[src/rtl/uart_tx_frame.sv]
// UART transmitter: start bit, DATA_WIDTH data bits LSB first, optional parity, one stop bit.
// One bit lasts eff_ps CLK cycles, where eff_ps is Prescale (0 treated as 1) latched at acceptance.
module uart_tx_frame #(
  parameter int unsigned DATA_WIDTH = 8,
  parameter int unsigned PRESCALE_W = 6
) (
  input  logic                  CLK,
  input  logic                  RST,
  input  logic [DATA_WIDTH-1:0] P_DATA,
  input  logic                  Data_Valid,
  input  logic                  PAR_EN,
  input  logic                  PAR_TYP,
  input  logic [PRESCALE_W-1:0] Prescale,
  output logic                  TX_OUT,
  output logic                  Busy
);

  localparam int unsigned BitW = (DATA_WIDTH > 1) ? $clog2(DATA_WIDTH) : 1;

  typedef enum logic [2:0] {StIdle, StStart, StData, StParity, StStop} state_e;

  state_e                state_q, state_d;
  logic [DATA_WIDTH-1:0] data_q, data_d;
  logic                  par_en_q, par_en_d;
  logic                  par_typ_q, par_typ_d;
  logic [PRESCALE_W-1:0] ps_q, ps_d;
  logic [PRESCALE_W-1:0] cnt_q, cnt_d;
  logic [BitW-1:0]       bit_q, bit_d;
  logic                  tx_q, tx_d;
  logic                  busy_q, busy_d;

  logic                  wrap;
  logic [BitW-1:0]       bit_nxt;

  assign wrap    = (cnt_q == ps_q - 1'b1);
  assign bit_nxt = bit_q + 1'b1;

  always_comb begin
    state_d   = state_q;
    data_d    = data_q;
    par_en_d  = par_en_q;
    par_typ_d = par_typ_q;
    ps_d      = ps_q;
    cnt_d     = cnt_q;
    bit_d     = bit_q;
    tx_d      = tx_q;
    busy_d    = busy_q;

    if (state_q != StIdle) begin
      cnt_d = wrap ? '0 : cnt_q + 1'b1;
    end

    unique case (state_q)
      StIdle: begin
        tx_d   = 1'b1;
        busy_d = 1'b0;
        cnt_d  = '0;
        bit_d  = '0;
        if (Data_Valid) begin
          data_d    = P_DATA;
          par_en_d  = PAR_EN;
          par_typ_d = PAR_TYP;
          ps_d      = (Prescale == '0) ? PRESCALE_W'(1) : Prescale;
          state_d   = StStart;
          tx_d      = 1'b0;
          busy_d    = 1'b1;
        end
      end
      StStart: begin
        if (wrap) begin
          state_d = StData;
          bit_d   = '0;
          tx_d    = data_q[0];
        end
      end
      StData: begin
        if (wrap) begin
          if (bit_q == BitW'(DATA_WIDTH - 1)) begin
            if (par_en_q) begin
              state_d = StParity;
              tx_d    = (^data_q) ^ par_typ_q;
            end else begin
              state_d = StStop;
              tx_d    = 1'b1;
            end
          end else begin
            bit_d = bit_nxt;
            tx_d  = data_q[bit_nxt];
          end
        end
      end
      StParity: begin
        if (wrap) begin
          state_d = StStop;
          tx_d    = 1'b1;
        end
      end
      StStop: begin
        // Busy drops on the same edge the state returns to idle.
        if (wrap) begin
          state_d = StIdle;
          tx_d    = 1'b1;
          busy_d  = 1'b0;
        end
      end
      default: begin
        state_d = StIdle;
        tx_d    = 1'b1;
        busy_d  = 1'b0;
      end
    endcase
  end

  always_ff @(posedge CLK or negedge RST) begin
    if (!RST) begin
      state_q   <= StIdle;
      data_q    <= '0;
      par_en_q  <= 1'b0;
      par_typ_q <= 1'b0;
      ps_q      <= '0;
      cnt_q     <= '0;
      bit_q     <= '0;
      tx_q      <= 1'b1;
      busy_q    <= 1'b0;
    end else begin
      state_q   <= state_d;
      data_q    <= data_d;
      par_en_q  <= par_en_d;
      par_typ_q <= par_typ_d;
      ps_q      <= ps_d;
      cnt_q     <= cnt_d;
      bit_q     <= bit_d;
      tx_q      <= tx_d;
      busy_q    <= busy_d;
    end
  end

  assign TX_OUT = tx_q;
  assign Busy   = busy_q;

endmodule

[config.mk]
export PLATFORM = sky130hd
export DESIGN_NAME = uart_tx_frame
export DESIGN_NICKNAME = d
export VERILOG_FILES = /design/src/rtl/uart_tx_frame.sv
export SDC_FILE = /design/constraint.sdc
export NUM_CORES = 1
export LEC_CHECK = 0
export BUFFER_PORTS_ARGS = -buffer_cell sky130_fd_sc_hd__buf_2
export CAP_MARGIN = 30
export CORE_MARGIN = 2
export CORE_UTILIZATION = 45
export CTS_CLUSTER_DIAMETER = 200
export DETAILED_ROUTE_END_ITERATION = 6
export GPL_ROUTABILITY_DRIVEN = 0
export PLACE_DENSITY = 0.7
export SLEW_MARGIN = 15
export SYNTH_ARGS = -nofsm -noshare
export SYNTH_HDL_FRONTEND = slang
export SYNTH_SLANG_ARGS = --single-unit
export TNS_END_PERCENT = 50
[constraint.sdc]
create_clock -name CLK -period 4.59 [get_ports CLK]
set_input_delay 0.6885 -clock CLK [delete_from_list [all_inputs] [get_ports CLK]]
set_output_delay 0.6885 -clock CLK [all_outputs]
set_load 0.005 [all_outputs]
==> reports/results.ini, run 1 <==
[global_route]
antenna_found_initial = 0
gr-usage-met1_pct = 20.1
grt_pass1_vias = 1178
grt_max_degree = 31
gr-usage-met3_pct = 5.11
top_usage_layer = met2
grt_usage_pct = 16.8
grt.overflow.total = 0
grt_pass1_wl_um = 5240
met2_usage_pct = 27.0

[floorplan]
die_area_um2 = 4110
die_width_um = 64.1
start_util_pct = 47.6
die_h_um = 64.1
rows = 21
core_um2 = 3420
io-pin-count = 21

[setup_path]
end_kind = flop
reg2reg_setup_slack_ns = 1.97
r2r_cells = 8
crit_buf_inv = 1
reg2reg_to = bit_q[1]
path_depth = 8
crit_type = flop to flop
crit_path_top_delay_cell = or4_4
crit_arrival_ns = 2.86
start_kind = flop
crit_fanout = 14
max_stage_delay_ns = 0.62
reg2reg_from = ps_q[0]
critPathTopFamily = simple AND/OR/NAND/NOR gates
path_cells = inv_1 > ha_1 > nor2b_1 > or3_1 > a31oi_1 > nand3_1 > or4_4 > o221ai_1
cp.required_ns = 4.83

[logic_synthesis]
synthDistinctLibCells = 36
synth_flop_cell = dfrtp_1
async_reset_ff_share_pct = 100
syn_inst = 155
synth-seq-area-share_pct = 46.2
ys_warn_count = 0
synth_area_um2 = 1630
syn_area_per_cell_um2 = 10.5
synth_edf_count = 0
synth_fp_nets = 178
ys_ff_latch = 30

[sta]
worst_pin_slew_ns = 0.667
fmax_mhz = 381
setup_tns_ns = 0
setup_viol = 0
period_needed_ns = 2.62
drv_slew = 0
hold_violations = 0
rsz0062_at_grt = false
skew_ns = 0.00460
finalCritPeriodShare_pct = 57.2
slew_headroom_pct = 55.1

[clocking]
cts_root_buf = clkbuf_4
cts_tree = yes
clkLatencyLatePin_ns = 0.33
clkSinkCount = 30
cts_setup_buffers = 0
cts_htree_levels = 2
cts_buffer_depth = 2
cts_resized = 0
numCtsBuffers = 5
ctsHoldBuffers = 0
cts.clk_slew.worst_paths_ns = 0.09

[finish]
layout.nets = 199
final_cell_mix = 29 x dfrtp_1, 20 x buf_2, 15 x xnor2_1, 15 x nor2_1, 13 x mux2_2
antennaDiodeCount = 0
post_layout_nonfiller_instances = 223
filler_cell_count = 312
area_growth_pct = 13.7
drive_above_1_share_pct = 26.6
final_common_cell = dfrtp_1

[outcome]
outcome = finished, final reports clean

[route]
num_vias = 1182
drc = 0
wl_per_cell_um = 13.3
wirelength_um = 2970
drt-initial-drc-count = 41
dr.pass1.iters = 4
via_per_inst = 5.30
antenna_left = 0

[place]
hpwl_um = 2170
io_buffers = 20
dp.cells = 215

[pwr]
p_leak_uw = 0.000805
power.density_nw_per_um2 = 663
ir_drop_v = 0.000282

[job]
drv_cap = 0

[worst_hold_path]
hp-class = input pin to async pin

worst register-to-register path: cells and delay by family (launching register included):
| kind | cells | cell delay (ns) |
|---|---|---|
| AO/OA/AOI/OAI | 2 | 0.36 |
| flip-flops | 1 | 0.41 |
| buffers and inverters | 1 | 0.07 |
| adder cells (fa/ha/maj) | 1 | 0.24 |
| AND/OR/NAND/NOR | 4 | 1.45 |
cell usage after synthesis, types with 2 or more instances:
cell	count	share of area, %
inv_1	6	1.4
xnor2_1	15	8.1
o31ai_1	4	1.8
xor2_1	5	2.7
a21oi_1	4	1.2
nor2b_1	2	0.77
mux2_2	13	9.0
dfrtp_1	29	45
nor2_1	15	3.5
ha_1	4	3.1
o221ai_1	3	1.6
nor3_1	5	1.5
o21ai_0	8	2.5
nand2_1	10	2.3
nand3_1	3	0.92
a31oi_1	3	1.2
clkbuf_1	6	1.4
mux4_2	2	2.8
cell type report:
type	instances	area [um2]	share of cell area [%]
Tap cell	46	57.6	3.11
Multi-Input combinational cell	112	831	44.9
Inverter	6	22.5	1.22
Clock buffer	8	78.8	4.26
Sequential cell	30	752	40.7
Timing Repair Buffer	21	108	5.82
registers in the layout (all words and copies together) (netlist names):
| name | count |
|---|---|
| TX_OUT | 1 |
| state_q | 3 |
| ps_q | 6 |
| bit_q | 3 |
| par_typ_q | 1 |
| par_en_q | 1 |
| cnt_q | 6 |
| Busy | 1 |
| data_q | 8 |
metal layers:
| layer | part of all wire [%] | vias to the layer above |
|---|---|---|
| li1 | - | 588 |
| met1 | 47 | 562 |
| met2 | 46 | 25 |
| met3 | 4.5 | 7 |
| met4 | 2.4 | 0 |
| met5 | 0 | - |
where the power goes:
part / switching (uW) / internal (uW) / total, uW
registers: 134 / 377 / 511
logic: 224 / 298 / 521
clock network: 88.5 / 105 / 193
total: 446 / 779 / 1230
worst max path at each step:
stage,from,end,slack (ns)
5_1_grt,ps_q[0],bit_q[2],1.77
6_report,ps_q[0],bit_q[1],1.97
3_3_place_gp,ps_q[0],bit_q[0],2.11
4_1_cts,ps_q[0],bit_q[2],1.98
2_1_floorplan,ps_q[0],bit_q[0],2.44
3_5_place_dp,ps_q[0],bit_q[2],2.01
logic make-up after synthesis:
kind of cell / Yosys count / synth area share (%)
fa+ha+maj: 4 / 3.08
flops: 30 / 46.2
xor+xnor: 20 / 10.8
buf+inv: 13 / 3.08
mux: 15 / 11.8
compound gates: 27 / 10.8
simple gates: 46 / 14.2
stage by stage:
stage	power [uW]	hold slack (ns)	setup slack (ns)	util [%]	instance area (um2)
after floorplan	932	0.393	2.44	-	1630
after global placement	1020	0.481	2.11	51.8	1770
after detailed placement	1040	0.487	2.01	51.8	1770
after CTS	1240	0.387	1.98	54.1	1850
after global routing	1340	0.411	1.77	54.1	1850
final	1230	0.375	1.97	54.1	1850
No activity file was read; power rests on OpenSTA's default activity.
==> run 2, diff against run 1 <==
--- a/config.mk
+++ b/config.mk
@@ -12,7 +12,7 @@
 export CTS_CLUSTER_DIAMETER = 200
 export DETAILED_ROUTE_END_ITERATION = 6
 export GPL_ROUTABILITY_DRIVEN = 0
-export PLACE_DENSITY = 0.7
+export PLACE_DENSITY = 0.72
 export SLEW_MARGIN = 15
 export SYNTH_ARGS = -nofsm -noshare
 export SYNTH_HDL_FRONTEND = slang
==> constraint.sdc (replaced) <==
create_clock -name CLK -period 2.1 [get_ports CLK]
set_input_delay 0.315 -clock CLK [delete_from_list [all_inputs] [get_ports CLK]]
set_output_delay 0.315 -clock CLK [all_outputs]
set_load 0.005 [all_outputs]
==> run 2 against run 1 <==
Compared with the run above:
- largest power group unchanged
- global-route usage increased by 0.24 points
- highest routed layer unchanged
- sequential power increased by 120%
- largest cell class unchanged
- via count rose by 4.2%
- clock power increased by 73%
- count of clock-buffer cells in the layout is 2 lower
- the run now ends with setup timing left
- total power rose by 130%
- hold slack got worse by 0.37 ns
==> reports/results.ini, run 2 (synthesis results as in run 1) <==
[clocking]
cts_root_buf = clkbuf_4
cts_htree_levels = 2  ; unchanged
cts_tree = yes
numCtsBuffers = 5  ; unchanged
ctsHoldBuffers = 0  ; unchanged
cts_buffer_depth = 2  ; unchanged
cts.clk_slew.worst_paths_ns = 0.09  ; about the same
clkSinkCount = 30  ; unchanged
clkLatencyLatePin_ns = 0.33  ; about the same

[route]
num_vias = 1232  ; +4.2%
antenna_left = 0  ; unchanged
drc = 0  ; unchanged
via_per_inst = 5.38  ; +1.5%
dr.pass1.iters = 4  ; unchanged
wl_per_cell_um = 13.8  ; +3.5%
drt-initial-drc-count = 36  ; -12%
wirelength_um = 3160  ; +6.3%

[finish]
finish.utilization_pct = 57.1  ; +3.0 points
area_growth_pct = 20.0
final_common_cell = dfrtp_1
reg.largest.list = data_q x8, cnt_q x6, ps_q x6
fin_area_um2 = 1950  ; +5.5%
largest_reg_flops = 8  ; unchanged
antennaDiodeCount = 0  ; unchanged
top_register = data_q
drive_above_1_share_pct = 36.1  ; +9.5 points
layout.nets = 207  ; +4.0%
final_cell_mix = 29 x dfrtp_1, 20 x buf_2, 15 x xnor2_1, 15 x nor2_1, 13 x mux2_2

[global_route]
grt_usage_pct = 17.1  ; +0.24 points
grt_pass1_vias = 1205  ; +2.3%
grt_max_degree = 31  ; unchanged
antenna_found_initial = 0  ; unchanged
grt_pass1_wl_um = 5400  ; +3.0%
grt.overflow.total = 0  ; unchanged

[pwr]
sequentialPowerShare_pct = 40.0  ; -1.7 points
power.switching_uw = 1040  ; +130%
power.density_nw_per_um2 = 1410  ; +110%
power_frac_comb_pct = 47.9  ; +5.4 points
swShare_pct = 37.6  ; +1.2 points
p_int_uw = 1720  ; +120%
p_leak_uw = 0.000829  ; +2.9%
power_uw = 2760  ; +130%
ir_drop_v = 0.000901  ; +220%
clkPwrFrac_pct = 12.1  ; -3.7 points

[floorplan]
die_width_um = 64.1  ; unchanged
io-pin-count = 21  ; unchanged
core_um2 = 3420  ; unchanged
die_area_um2 = 4110  ; unchanged
die_h_um = 64.1  ; unchanged
start_util_pct = 47.6  ; unchanged
rows = 21  ; unchanged

[sta]
slew_headroom_pct = 53.0  ; -2.1 points
finalWorstSetupSlack_ns = -0.0254  ; -1.99 ns
rsz0062_at_grt = true
fmax_mhz = 471  ; +23%
setup_tns_ns = -0.0712  ; -0.0712 ns
drv_slew = 0  ; unchanged
setup_viol = 3  ; +3
hold_violations = 0  ; unchanged
period_needed_ns = 2.13  ; -0.498 ns
finalCritPeriodShare_pct = 101  ; +44 points
skew_ns = 0.0101  ; +0.00555 ns
worst_pin_slew_ns = 0.699  ; +0.0316 ns

[setup_path]
cp.required_ns = 2.35  ; -2.48 ns
crit_arrival_ns = 2.38  ; -0.48 ns
crit_fanout = 3  ; -11
start_kind = flop
crit_type = flop to flop
end_kind = flop

[worst_hold_path]
hp-class = input pin to async pin

[place]
placed_area_um2 = 1820  ; +3.0%
io_buffers = 20  ; unchanged
pre_cts_ws_ns = -0.0806  ; -2.09 ns
hpwl_um = 2320  ; +6.8%

[outcome]
violations = setup timing
outcome = complete, but fails checks

[job]
drv_cap = 0  ; unchanged

[run 2: changes by cell type in the layout (fill, tap and decap cells not counted), moves of 2 or more]
cell / before / now
ha_4: 0 / 2
inv_1: 6 / 4
o221ai_2: 0 / 3
buf_4: 1 / 9
o221ai_1: 3 / 0
o31ai_1: 4 / 1
inv_2: 0 / 2
ha_1: 4 / 1
o31ai_2: 0 / 3
clkbuf_8: 3 / 1
[run 2: cell type report]
cell class | instances | area [um2]
Inverter | 6 | 22.5
Timing Repair Buffer | 29 | 168
Fill cell | 291 | 1460
Sequential cell | 30 | 752
Tap cell | 46 | 57.6
Multi-Input combinational cell | 112 | 901
Clock buffer | 6 | 51.3
[run 2: per-layer routing]
| layer | track usage, % | vias up | wire, um |
|---|---|---|---|
| met5 | 0 | - | 0 |
| met4 | 7.71 | 0 | 91 |
| met3 | 5.99 | 12 | 173 |
| met2 | 27.9 | 33 | 1470 |
| met1 | 20.2 | 583 | 1420 |
| li1 | - | 604 | - |
[run 2: what timing repair did]
item,4_1_cts,5_1_grt
resized for setup,8,7
buffers inserted,0,1
pin swaps,2,1
setup endpoints to repair,6,14
[run 2: stage by stage]
step / hold WS, ns / cells
6_report: 0.00869 / 229
5_1_grt: 0.0442 / 229
4_1_cts: 0.0190 / 228
3_5_place_dp: 0.384 / 222
3_3_place_gp: 0.370 / 222
2_1_floorplan: 0.0194 / 155
[run 2: final timing paths]
check | cells past startpoint | slack [ns] | endpoint | start
hold / removal | 1 | 0.009 | par_en_q | RST
setup / recovery | 8 | -0.03 | TX_OUT | bit_q[0]
hold reg to reg | 1 | 0.51 | Busy | Busy
min in group CLK | 3 | 0.19 | par_en_q | PAR_EN
max in group asynchronous | 1 | 1.66 | data_q[1] | RST
setup reg to reg | 8 | -0.03 | TX_OUT | bit_q[0]
[run 2: power groups by stage]
stage	Combinational (uW)	Sequential [uW]	Clock (uW)
after floorplan	1030	1010	0
after global placement	1190	1090	0
after detailed placement	1250	1110	0
after CTS	1290	1100	347
after global routing	1500	1140	362
final	1320	1100	334
[run 2: critical path: stages, from the launching register on]
cell      delay (ns)
dfrtp_1         0.40
ha_2            0.21
ha_4            0.28
mux4_2          0.48
and2_1          0.17
a211oi_2        0.20
nor3_1          0.07
o21ai_1         0.13
a32oi_1         0.12
==> run 3, diff against run 2 <==
--- a/config.mk
+++ b/config.mk
@@ -12,7 +12,7 @@
 export CTS_CLUSTER_DIAMETER = 200
 export DETAILED_ROUTE_END_ITERATION = 6
 export GPL_ROUTABILITY_DRIVEN = 0
-export PLACE_DENSITY = 0.72
+export PLACE_DENSITY = 0.7
 export SLEW_MARGIN = 15
 export SYNTH_ARGS = -nofsm -noshare
 export SYNTH_HDL_FRONTEND = slang
==> constraint.sdc (replaced) <==
create_clock -name CLK -period 2 [get_ports CLK]
set_input_delay 0.3 -clock CLK [delete_from_list [all_inputs] [get_ports CLK]]
set_output_delay 0.3 -clock CLK [all_outputs]
set_load 0.005 [all_outputs]
==> run 3 against run 2 <==
Compared with the run above:
- the flow finishes with violations (hold timing, setup timing)
- cell area grew 4.4%
- die area is the same
- combinational power grew 14%
- first-iteration DRC count shrank 36%
- global-route usage is essentially flat
- final cell count grew 2.6%
- clock power grew 15%
- sequential cell count is the same
- hold slack lost 0.026 ns
- maximum frequency grew 2.6%
- clock skew is essentially flat
==> reports/results.ini, run 3 (synthesis results as in run 1) <==
[outcome]
outcome = complete, but fails checks
violations = hold timing, setup timing

[setup_path]
cp.required_ns = 2.24  ; -0.11 ns
crit_fanout = 4  ; +1
max_stage_delay_ns = 0.48  ; about the same
critPathTopFamily = simple AND/OR/NAND/NOR gates
crit_type = flop to flop
crit_buf_inv = 1  ; +1
end_kind = flop
crit_path_top_delay_cell = or4_4
crit_arrival_ns = 2.31  ; -0.07 ns
start_kind = flop
path_cells = inv_2 > ha_4 > nor2b_1 > or3_1 > a31oi_2 > nand3_2 > or4_4 > o221ai_4

[floorplan]
die_area_um2 = 4110  ; unchanged
die_h_um = 64.1  ; unchanged
start_util_pct = 47.6  ; unchanged
io-pin-count = 21  ; unchanged
rows = 21  ; unchanged
core_um2 = 3420  ; unchanged
die_width_um = 64.1  ; unchanged

[clocking]
cts_root_buf = clkbuf_4
clkSinkCount = 30  ; unchanged
cts_htree_levels = 2  ; unchanged
cts_tree = yes
numCtsBuffers = 5  ; unchanged
clkLatencyLatePin_ns = 0.33  ; about the same
ctsHoldBuffers = 0  ; unchanged
cts_buffer_depth = 2  ; unchanged
cts.clk_slew.worst_paths_ns = 0.10  ; about the same

[sta]
rsz0062_at_grt = true
period_needed_ns = 2.07  ; -0.0546 ns
fmax_mhz = 483  ; +2.6%
setup_viol = 6  ; +3
holdWs_ns = -0.0174  ; -0.0261 ns
drv_slew = 0  ; unchanged
worst_pin_slew_ns = 0.640  ; -0.0586 ns
finalWorstSetupSlack_ns = -0.0707  ; -0.0454 ns
finalCritPeriodShare_pct = 104  ; +2.3 points
hold_violations = 29  ; +29
skew_ns = 0.0105  ; +0.000389 ns
slew_headroom_pct = 57.3  ; +4.3 points

[place]
io_buffers = 20  ; unchanged
dp.cells = 222  ; unchanged
placed_area_um2 = 1850  ; +1.6%
hpwl_um = 2280  ; -1.8%

[finish]
drive_above_1_share_pct = 39.7  ; +3.6 points
antennaDiodeCount = 0  ; unchanged
largest_reg_flops = 8  ; unchanged
post_layout_nonfiller_instances = 235  ; +2.6%
area_growth_pct = 25.3
final_common_cell = dfrtp_1
finish.utilization_pct = 59.7  ; +2.5 points
fin_area_um2 = 2040  ; +4.4%
reg.largest.list = data_q x8, cnt_q x6, ps_q x6
layout.nets = 211  ; +1.9%
final_cell_mix = 29 x dfrtp_1, 20 x buf_2, 15 x xnor2_1, 15 x nor2_1
top_register = data_q

[worst_hold_path]
hp-class = input pin to async pin

[route]
wl_per_cell_um = 13.1  ; -5.0%
wl_met2_um = 1490  ; +1.4%
antenna_left = 0  ; unchanged
wl_met3_um = 137  ; -21%
wirelength_um = 3080  ; -2.5%
via_per_inst = 5.23  ; -2.8%
top_layer_used = met4
drc = 0  ; unchanged
dr.pass1.iters = 4  ; unchanged
drt-initial-drc-count = 23  ; -36%
wl_met1_um = 1430  ; +0.78%
num_vias = 1229  ; -0.24%

[pwr]
power_uw = 3040  ; +9.9%
p_leak_uw = 0.000858  ; +3.6%
power.density_nw_per_um2 = 1490  ; +5.3%
ir_drop_v = 0.000872  ; -3.1%

[global_route]
grt_max_degree = 31  ; unchanged
grt_pass1_wl_um = 5510  ; +2.1%
grt_pass1_vias = 1294  ; +7.4%
antenna_found_initial = 0  ; unchanged
grt.overflow.total = 0  ; unchanged
grt_usage_pct = 17.1  ; about the same

[job]
drv_cap = 0  ; unchanged

==> run 3: layout make-up <==
cell class                 count  area (um2)
multi-input combinational    112         945
tap                           46        57.6
fill                         296        1380
sequential                    30         752
clock inverter                 2        12.5
clock buffer                   6        51.3
inverter                       6        22.5
timing repair buffer          33         198
==> run 3: repair_timing <==
item                                    CTS  global route
resized for setup                         5            10
endpoints found under the setup margin    8            14
pin swaps                                 3             1
setup buffers                             3             2
==> run 3: path summary, 6_finish.rpt <==
path	from	to	slack, ns	cells past startpoint
worst max-delay path	ps_q[0]	bit_q[1]	-0.07	8
max in group asynchronous	RST	bit_q[1]	1.60	1
worst max register to register	ps_q[0]	bit_q[1]	-0.07	8
min in group CLK	PAR_EN	par_en_q	0.17	3
worst min register to register	cnt_q[0]	cnt_q[0]	0.53	1
worst min-delay path	RST	cnt_q[5]	-0.02	1
==> run 3: power breakdown <==
| part | switching (uW) | total (uW) | internal, uW |
|---|---|---|---|
| Combinational | 657 | 1510 | 851 |
| Clock | 214 | 383 | 169 |
| Sequential | 279 | 1140 | 865 |
| Total | 1150 | 3040 | 1890 |
==> run 3: metal layers <==
layer,global-route usage [%],vias to the layer above
met5,0,-
met4,4.79,0
met3,4.75,2
met2,28.0,28
met1,22.2,586
li1,-,613
==> run 3: metrics by stage <==
step,hold WS (ns),setup TNS [ns],setup WS (ns)
finish,-0.0174,-0.262,-0.0707
global route,0.0289,-1.08,-0.187
CTS,0.00627,-0.417,-0.109
detailed placement,0.367,-0.860,-0.168
global placement,0.352,-0.292,-0.0613
floorplan,0.00441,-0.0401,-0.0156
